==> config.mk <==
export PLATFORM = sky130hd
export DESIGN_NAME = lbist_ctrl
export DESIGN_NICKNAME = d
export VERILOG_FILES = /design/src/rtl/lbist_pkg.sv /design/src/rtl/lbist_cnt.sv /design/src/rtl/lbist_ctrl.sv
export SDC_FILE = /design/constraint.sdc
export NUM_CORES = 1
export LEC_CHECK = 0
export BUFFER_PORTS_ARGS = -buffer_cell sky130_fd_sc_hd__buf_4
export CAP_MARGIN = 10
export CELL_PAD_IN_SITES_DETAIL_PLACEMENT = 1
export CELL_PAD_IN_SITES_GLOBAL_PLACEMENT = 1
export CORE_UTILIZATION = 28
export DETAILED_ROUTE_END_ITERATION = 8
export GPL_TIMING_DRIVEN = 0
export PLACE_DENSITY = 0.71
export SYNTH_ARGS = -nofsm -noshare
export SYNTH_HDL_FRONTEND = slang
export SYNTH_HIERARCHICAL = 1
export SYNTH_SLANG_ARGS = --single-unit
export TNS_END_PERCENT = 5
==> constraint.sdc <==
create_clock -name clk -period 4.95 [get_ports clk]
set_input_delay 1.485 -clock clk [delete_from_list [all_inputs] [get_ports clk]]
set_output_delay 1.485 -clock clk [all_outputs]
set_load 0.02 [all_outputs]
==> src/rtl/lbist_pkg.sv <==
// ----------------------------------------------------------------------------
// lbist_pkg : shared LBIST state encoding and width helpers
// Rev 1.0
// ----------------------------------------------------------------------------
`default_nettype none

package lbist_pkg;

   localparam int STATE_W = 3;

   typedef enum logic [STATE_W-1:0] {
      ST_IDLE    = 3'd0,
      ST_INIT    = 3'd1,
      ST_SHIFT   = 3'd2,
      ST_CAPTURE = 3'd3,
      ST_UNLOAD  = 3'd4,
      ST_COMPARE = 3'd5,
      ST_DONE    = 3'd6
   } lbist_state_e;

   // Bits needed to hold values 0..n-1, never less than one.
   function automatic int cnt_w(input int n);
      return (n < 2) ? 1 : $clog2(n);
   endfunction

endpackage

`default_nettype wire

==> src/rtl/lbist_cnt.sv <==
// ----------------------------------------------------------------------------
// lbist_cnt : terminal-count counter with synchronous clear
// Rev 1.0
// ----------------------------------------------------------------------------
`default_nettype none

module lbist_cnt #(
   parameter int WIDTH   = 4,
   parameter int MAX_VAL = 15,
   parameter bit WRAP    = 1'b1
) (
   input  logic             clk,
   input  logic             rst,
   input  logic             en_i,
   input  logic             clr_i,
   output logic [WIDTH-1:0] cnt_o,
   output logic             tc_o
);

   localparam logic [WIDTH-1:0] c_max = WIDTH'(MAX_VAL);

   logic [WIDTH-1:0] cnt_q;
   logic [WIDTH-1:0] cnt_d;

   // Non-wrapping counters step past MAX_VAL once, so the final value is visible.
   always_comb begin
      cnt_d = cnt_q;
      if (clr_i) begin
         cnt_d = '0;
      end else if (en_i) begin
         cnt_d = (WRAP && (cnt_q == c_max)) ? '0 : cnt_q + 1'b1;
      end
   end

   always_ff @(posedge clk) begin
      if (rst) begin
         cnt_q <= '0;
      end else begin
         cnt_q <= cnt_d;
      end
   end

   assign cnt_o = cnt_q;
   assign tc_o  = (cnt_q == c_max);

endmodule

`default_nettype wire

==> src/rtl/lbist_ctrl.sv <==
// ----------------------------------------------------------------------------
// lbist_ctrl : logic-BIST run sequencer (shift/capture/unload/compare)
// Rev 1.0
// ----------------------------------------------------------------------------
`default_nettype none

module lbist_ctrl
   import lbist_pkg::*;
#(
   parameter int                CHAIN_LEN  = 64,
   parameter int                N_PATTERNS = 1000,
   parameter int                SIG_W      = 20,
   parameter logic [SIG_W-1:0]  GOLDEN_SIG = '0
) (
   input  logic             clk,
   input  logic             rst,
   input  logic             start,
   input  logic [SIG_W-1:0] misr_sig,
   output logic             test_mode,
   output logic             lfsr_rst_n,
   output logic             lfsr_en,
   output logic             misr_clr,
   output logic             misr_en,
   output logic             scan_en,
   output logic             busy,
   output logic             done,
   output logic             pass
);

   localparam int SHIFT_W = cnt_w(CHAIN_LEN);
   localparam int PAT_W   = cnt_w(N_PATTERNS + 1);

   lbist_state_e state_q, state_d;

   logic test_mode_q, lfsr_rst_n_q, lfsr_en_q, misr_clr_q, misr_en_q;
   logic scan_en_q, busy_q, done_q, pass_q;
   logic test_mode_d, lfsr_rst_n_d, lfsr_en_d, misr_clr_d, misr_en_d;
   logic scan_en_d, busy_d, done_d, pass_d;

   logic [SHIFT_W-1:0] shift_cnt_unused;
   logic [PAT_W-1:0]   pat_cnt;
   logic               shift_tc;
   logic               pat_tc;
   logic               shift_run;

   assign shift_run = (state_q == ST_SHIFT) || (state_q == ST_UNLOAD);

   lbist_cnt #(
      .WIDTH   (SHIFT_W),
      .MAX_VAL (CHAIN_LEN - 1),
      .WRAP    (1'b1)
   ) u_shift_cnt (
      .clk   (clk),
      .rst   (rst),
      .en_i  (shift_run),
      .clr_i (state_q == ST_INIT),
      .cnt_o (shift_cnt_unused),
      .tc_o  (shift_tc)
   );

   // tc marks the last pattern; the count still steps on to N_PATTERNS.
   lbist_cnt #(
      .WIDTH   (PAT_W),
      .MAX_VAL (N_PATTERNS - 1),
      .WRAP    (1'b0)
   ) u_pat_cnt (
      .clk   (clk),
      .rst   (rst),
      .en_i  (state_q == ST_CAPTURE),
      .clr_i (state_q == ST_INIT),
      .cnt_o (pat_cnt),
      .tc_o  (pat_tc)
   );

   always_comb begin
      state_d = state_q;
      case (state_q)
         ST_IDLE:    if (start) state_d = ST_INIT;
         ST_INIT:    state_d = ST_SHIFT;
         ST_SHIFT:   if (shift_tc) state_d = ST_CAPTURE;
         ST_CAPTURE: state_d = pat_tc ? ST_UNLOAD : ST_SHIFT;
         ST_UNLOAD:  if (shift_tc) state_d = ST_COMPARE;
         ST_COMPARE: state_d = ST_DONE;
         ST_DONE:    if (start) state_d = ST_INIT;
         default:    state_d = ST_IDLE;
      endcase

      busy_d       = (state_d != ST_IDLE) && (state_d != ST_DONE);
      test_mode_d  = busy_d;
      lfsr_rst_n_d = (state_d != ST_INIT);
      misr_clr_d   = (state_d == ST_INIT);
      lfsr_en_d    = (state_d == ST_SHIFT) || (state_d == ST_UNLOAD);
      scan_en_d    = lfsr_en_d;
      done_d       = (state_d == ST_DONE);
      // The first pattern's shift unloads uncaptured state, so it is not compacted.
      misr_en_d    = (state_d == ST_UNLOAD) ||
                     ((state_d == ST_SHIFT) &&
                      ((state_q == ST_CAPTURE) ||
                       ((state_q == ST_SHIFT) && (pat_cnt != '0))));

      pass_d = pass_q;
      if (state_q == ST_COMPARE) begin
         pass_d = (misr_sig == GOLDEN_SIG);
      end else if (state_d == ST_INIT) begin
         pass_d = 1'b0;
      end
   end

   always_ff @(posedge clk) begin
      if (rst) begin
         state_q      <= ST_IDLE;
         test_mode_q  <= 1'b0;
         lfsr_rst_n_q <= 1'b1;
         lfsr_en_q    <= 1'b0;
         misr_clr_q   <= 1'b0;
         misr_en_q    <= 1'b0;
         scan_en_q    <= 1'b0;
         busy_q       <= 1'b0;
         done_q       <= 1'b0;
         pass_q       <= 1'b0;
      end else begin
         state_q      <= state_d;
         test_mode_q  <= test_mode_d;
         lfsr_rst_n_q <= lfsr_rst_n_d;
         lfsr_en_q    <= lfsr_en_d;
         misr_clr_q   <= misr_clr_d;
         misr_en_q    <= misr_en_d;
         scan_en_q    <= scan_en_d;
         busy_q       <= busy_d;
         done_q       <= done_d;
         pass_q       <= pass_d;
      end
   end

   assign test_mode  = test_mode_q;
   assign lfsr_rst_n = lfsr_rst_n_q;
   assign lfsr_en    = lfsr_en_q;
   assign misr_clr   = misr_clr_q;
   assign misr_en    = misr_en_q;
   assign scan_en    = scan_en_q;
   assign busy       = busy_q;
   assign done       = done_q;
   assign pass       = pass_q;

endmodule

`default_nettype wire

Word-level counts from Yosys, hierarchy flattened
Cells that the tools add are included.

storage, ports and cells
  bits in registers = 26
  output and inout bits = 9
  word-level logic and storage cells = 48

operators by class
  add/subtract/negate cells = 2
  equality and inequality tests = 14
  mux-type cells = 8
  reductions and logical operators = 14

operators with widths
  kind                     number
  $logic_not A20 Y1        1
  $pmux W3 S6              1
  $eq A3 B3 Y1 const B     5
  $mux W3                  4
  $add A10 B1 Y10 const B  1
  $eq A10 B10 Y1 const B   1
  $reduce_bool A10 Y1      1
  $eq A3 B2 Y1 const B     3
  $add A6 B1 Y6 const B    1
  $eq A3 B1 Y1 const B     2
  $eq A6 B6 Y1 const B     1
  $mux W6                  1
  $logic_or A1 B1 Y1       4
  $reduce_or A2 Y1         2
  $logic_and A1 B1 Y1      3
  $logic_not A3 Y1         1
  $ne A3 B1 Y1 const B     1
  $ne A3 B3 Y1 const B     1
  $reduce_bool A3 Y1       1
  $mux W1                  2
  $reduce_bool A2 Y1       1

Depth between registers and ports, before layout
  word-level depth = 6
  mapped depth = 7
  depth with buffers taken out = 7

By module
Netlist, hierarchy kept.

by module, submodules not included
  module                    times used  cells an instance  area each (um^2)  seq. area each (um^2)
  lbist_ctrl                1           69                 558.0             200.2
  lbist_cnt at u_pat_cnt    1           51                 457.9             200.2
  lbist_cnt at u_shift_cnt  1           30                 289.0             120.1

Least setup slack after synthesis
OpenSTA, ideal clock, no wires.

  path type = in2reg
  start = in rst
  end = reg u_pat_cnt.cnt_q[5], in the netlist u_pat_cnt/cnt_o[5]
  library setup time = 0.071 ns
  arrival time = 2.036 ns
  data required time = 4.879 ns
  path slack = 2.844 ns
  stages = 3
  path through = or2_2 clkbuf_1 a21oi_1

on the way
  cells in the longest elaborated chain, start to end = 1

RTL lines
  element                            RTL line          source
  start: declaration                 lbist_ctrl.sv:16  input logic rst,
  $reduce_or A2 Y1 (no source line)  -
  end signal: assignment             lbist_cnt.sv:39   cnt_q <= cnt_d;
  end: declaration                   lbist_cnt.sv:22   logic [WIDTH-1:0] cnt_q;

Every way passes these cells.
A chain may end at the register's enable or synchronous reset.

Worst setup path after layout
  start = reg scan_en_q, in the netlist scan_en
  end = out scan_en

RTL lines
  element                   RTL line           source
  start: declaration        lbist_ctrl.sv:36   logic scan_en_q, busy_q, done_q, pass_q;
  start signal: assignment  lbist_ctrl.sv:128  scan_en_q <= scan_en_d;
  end: declaration          lbist_ctrl.sv:24   output logic scan_en,

No word-level cell between the ends.

==> flow_metrics.py <==
metrics = {
    "status": {
        "status": "finished clean",
    },
    "logic_synthesis": {
        "ys_dominant_reg_cell": "dfxtp_1",
        "ys_types": 41,
        "synth.largest_area_cell": "dfxtp_1",
        "netlist_area_sq_um": 1310,
        "synth-seq-cells": 26,
        "async_flop_share_pct": 0,
        "yosys_warnings": 6,
        "synth_area_leaders": "dfxtp_1 (40%), xor2_1 (4.7%), nor4_1 (3.8%)",
        "synth_common_cells": "dfxtp_1 (26), nor2_1 (12), nand2_1 (11), a21oi_1 (9), nor4_1 (8)",
        "synth.avg_cell_area_sq_um": 8.70,
        "syn_inst": 150,
        "yosysSeqAreaShare_pct": 39.9,
        "synth_edf_count": 0,
        "synth_fp_nets": 175,
        "yosys.area.top_type_share_pct": 39.9,
        "yosysMostFrequentCell": "dfxtp_1",
    },
    "pwr": {
        "p_per_area_nw_per_um2": 251,
        "finalPower_mw": 0.412,
        "p_leak_nw": 0.642,
        "peakVddDrop_uv": 137,
    },
    "critical_path": {
        "crit_top_cell": "buf_4",
        "crit_buf_inv": 2,
        "critical_path_arrival_ns": 0.86,
        "reg2reg_from": "state_q[1]",
        "reg2reg_slack_ns": 2.82,
        "startpoint_type": "register",
        "path_cells": "buf_4 > buf_4",
        "required_ns": 3.46,
        "critical_path.top_delay_family": "flip-flops",
        "critPathKind": "register to output pin",
        "crit_path_end_kind": "output pin",
        "crit_start": "scan_en",
        "max_stage_delay_ns": 0.32,
        "crit_path_top_delay_cell": "dfxtp_1",
        "path_max_fanout": 2,
    },
    "routing": {
        "drc": 0,
        "drt_pass1_iterations": 4,
        "wl_per_cell_microns": 14.1,
        "viasPerCell": 5.16,
        "initialDrtViolationCount": 38,
        "wl_microns": 3330,
        "ant_nets": 0,
        "vias": 1217,
    },
    "die": {
        "die_h_microns": 70.3,
        "io_pins": 32,
        "row_count": 24,
        "initial_core_util_pct": 29.6,
        "die_area_sq_um": 4940,
        "core_sq_um": 4410,
        "die_x_microns": 70.3,
    },
    "finish": {
        "syn_to_final_growth_pct": 26.0,
        "diodes": 0,
        "drive_above_1_share_pct": 25.5,
        "nets": 211,
        "final_core_util_pct": 37.2,
        "fillers": 540,
    },
    "sta": {
        "fin_crit_sh_pct": 47.3,
        "max_slew.worst_pin.slew_ns": 0.613,
        "final_hold_viol_count": 0,
        "fin_setup_tns_ns": 0,
        "grt_setup_unrepaired": "no",
        "timing.hold.ws_ns": 0.516,
        "setup_viol": 0,
        "relSlewSlack_pct": 59.0,
        "fmax_mhz": 427,
        "min_period_ns": 2.34,
        "fin_skew_ns": 0.00256,
        "slew_viol_final": 0,
    },
    "clock_network": {
        "post_cts.repair.setup_buffers": 0,
        "clockRootBuffer": "clkbuf_8",
        "numCtsBuffers": 3,
        "cts_max_level": 1,
        "cts_tree": "done",
        "cts_resized": 0,
        "postCtsHoldBufs": 0,
        "clk_path_buf_depth": 2,
        "clock_latency_ns": 0.26,
        "clk_pin_slew_ns": 0.08,
        "cts_num_sinks": 26,
    },
    "global_route": {
        "grt_max_degree": 14,
        "grt_pass1_vias": 1337,
        "use_met2_pct": 26.3,
        "antenna_found_initial": 0,
        "grt_use_met3_pct": 3.75,
        "grt_usage_pct": 14.5,
        "grt_pass1_wl_microns": 5850,
        "top_usage_layer": "met2",
        "grt.met1_usage_pct": 16.7,
        "overflow": 0,
    },
    "placed_design": {
        "numPortBuffers": 31,
        "globalplace.congestion": 0.812,
        "dp_hpwl_microns": 2610,
    },
    "hold_path": {
        "worst_hold_path_type": "register to register",
        "min_from": "u_shift_cnt/cnt_o[5]",
    },
    "job": {
        "drv_cap": 0,
    },
}
layout by cell type, fill, tap and decap left out, types with 3 or more instances in the layout:
cell type and count:
buf_4 33, dfxtp_1 26, nor2_1 12, nand2_1 11, a21oi_1 9, nor4_1 8, xor2_1 7, nor3_1 7
o21ai_0 7, nand4_1 5, buf_2 4, nor2b_1 4, inv_1 4, or3_1 4, o21a_1 3, nand2b_1 3
nand3_1 3, clkbuf_8 3
report_power, final:
part / internal (mW) / switching (mW)
sequential: 0.216 / 0.00558
clock: 0.0544 / 0.0615
combinational: 0.0358 / 0.0387
total: 0.306 / 0.106
per-layer routing:
metal	share of wire [%]	up-vias
met5	0	-
met4	0.78	0
met3	3.0	2
met2	52	14
met1	45	590
li1	-	611
worst paths after layout:
| check | to | depth (start not counted) |
|---|---|---|
| worst max-delay path | scan_en | 2 |
| worst max register to register | u_shift_cnt/cnt_o[5] | 6 |
| worst min-delay path | u_shift_cnt/cnt_o[5] | 2 |
| worst min register to register | u_shift_cnt/cnt_o[5] | 2 |
final cells by class:
type / count / area, sq um / share of cell area (%)
buffer: 8 / 42.5 / 2.59
clock buffer: 3 / 41.3 / 2.51
inverter: 4 / 15.0 / 0.913
multi-input combinational: 112 / 727 / 44.2
sequential: 26 / 520 / 31.7
tap: 52 / 65.1 / 3.96
timing repair buffer: 31 / 233 / 14.2
registers in the layout, summed over array words and instances (netlist names):
register           flops
state_q                3
scan_en                1
misr_en                1
pass                   1
busy                   1
lfsr_rst_n             1
u_shift_cnt/cnt_o      6
done                   1
u_pat_cnt/cnt_o       10
misr_clr               1
cells by family after synthesis:
| logic type | count (synthesis) | synth area share (%) |
|---|---|---|
| muxes | 3 | 2.40 |
| and+or+nand+nor | 70 | 32.5 |
| buffers and inverters | 12 | 4.41 |
| xor gates and xnor gates | 8 | 5.37 |
| adders and majority gates | 2 | 1.92 |
| AOI/OAI and AO/OA | 29 | 13.5 |
| DFF | 26 | 39.9 |
stage by stage:
stage	area, sq um	std cells	setup WS (ns)
after floorplan	1310	150	2.84
after global placement	1600	233	2.56
after detailed placement	1600	233	2.54
after CTS	1640	236	2.59
after global routing	1640	236	2.58
final	1640	236	2.61
tightest hold or removal path, stage by stage, from the launching register on:
cell and delay (ns):
dfxtp_1 0.33, o21ai_0 0.08, a21oi_1 0.06
Note: power is estimated with default switching activity, not from simulation.
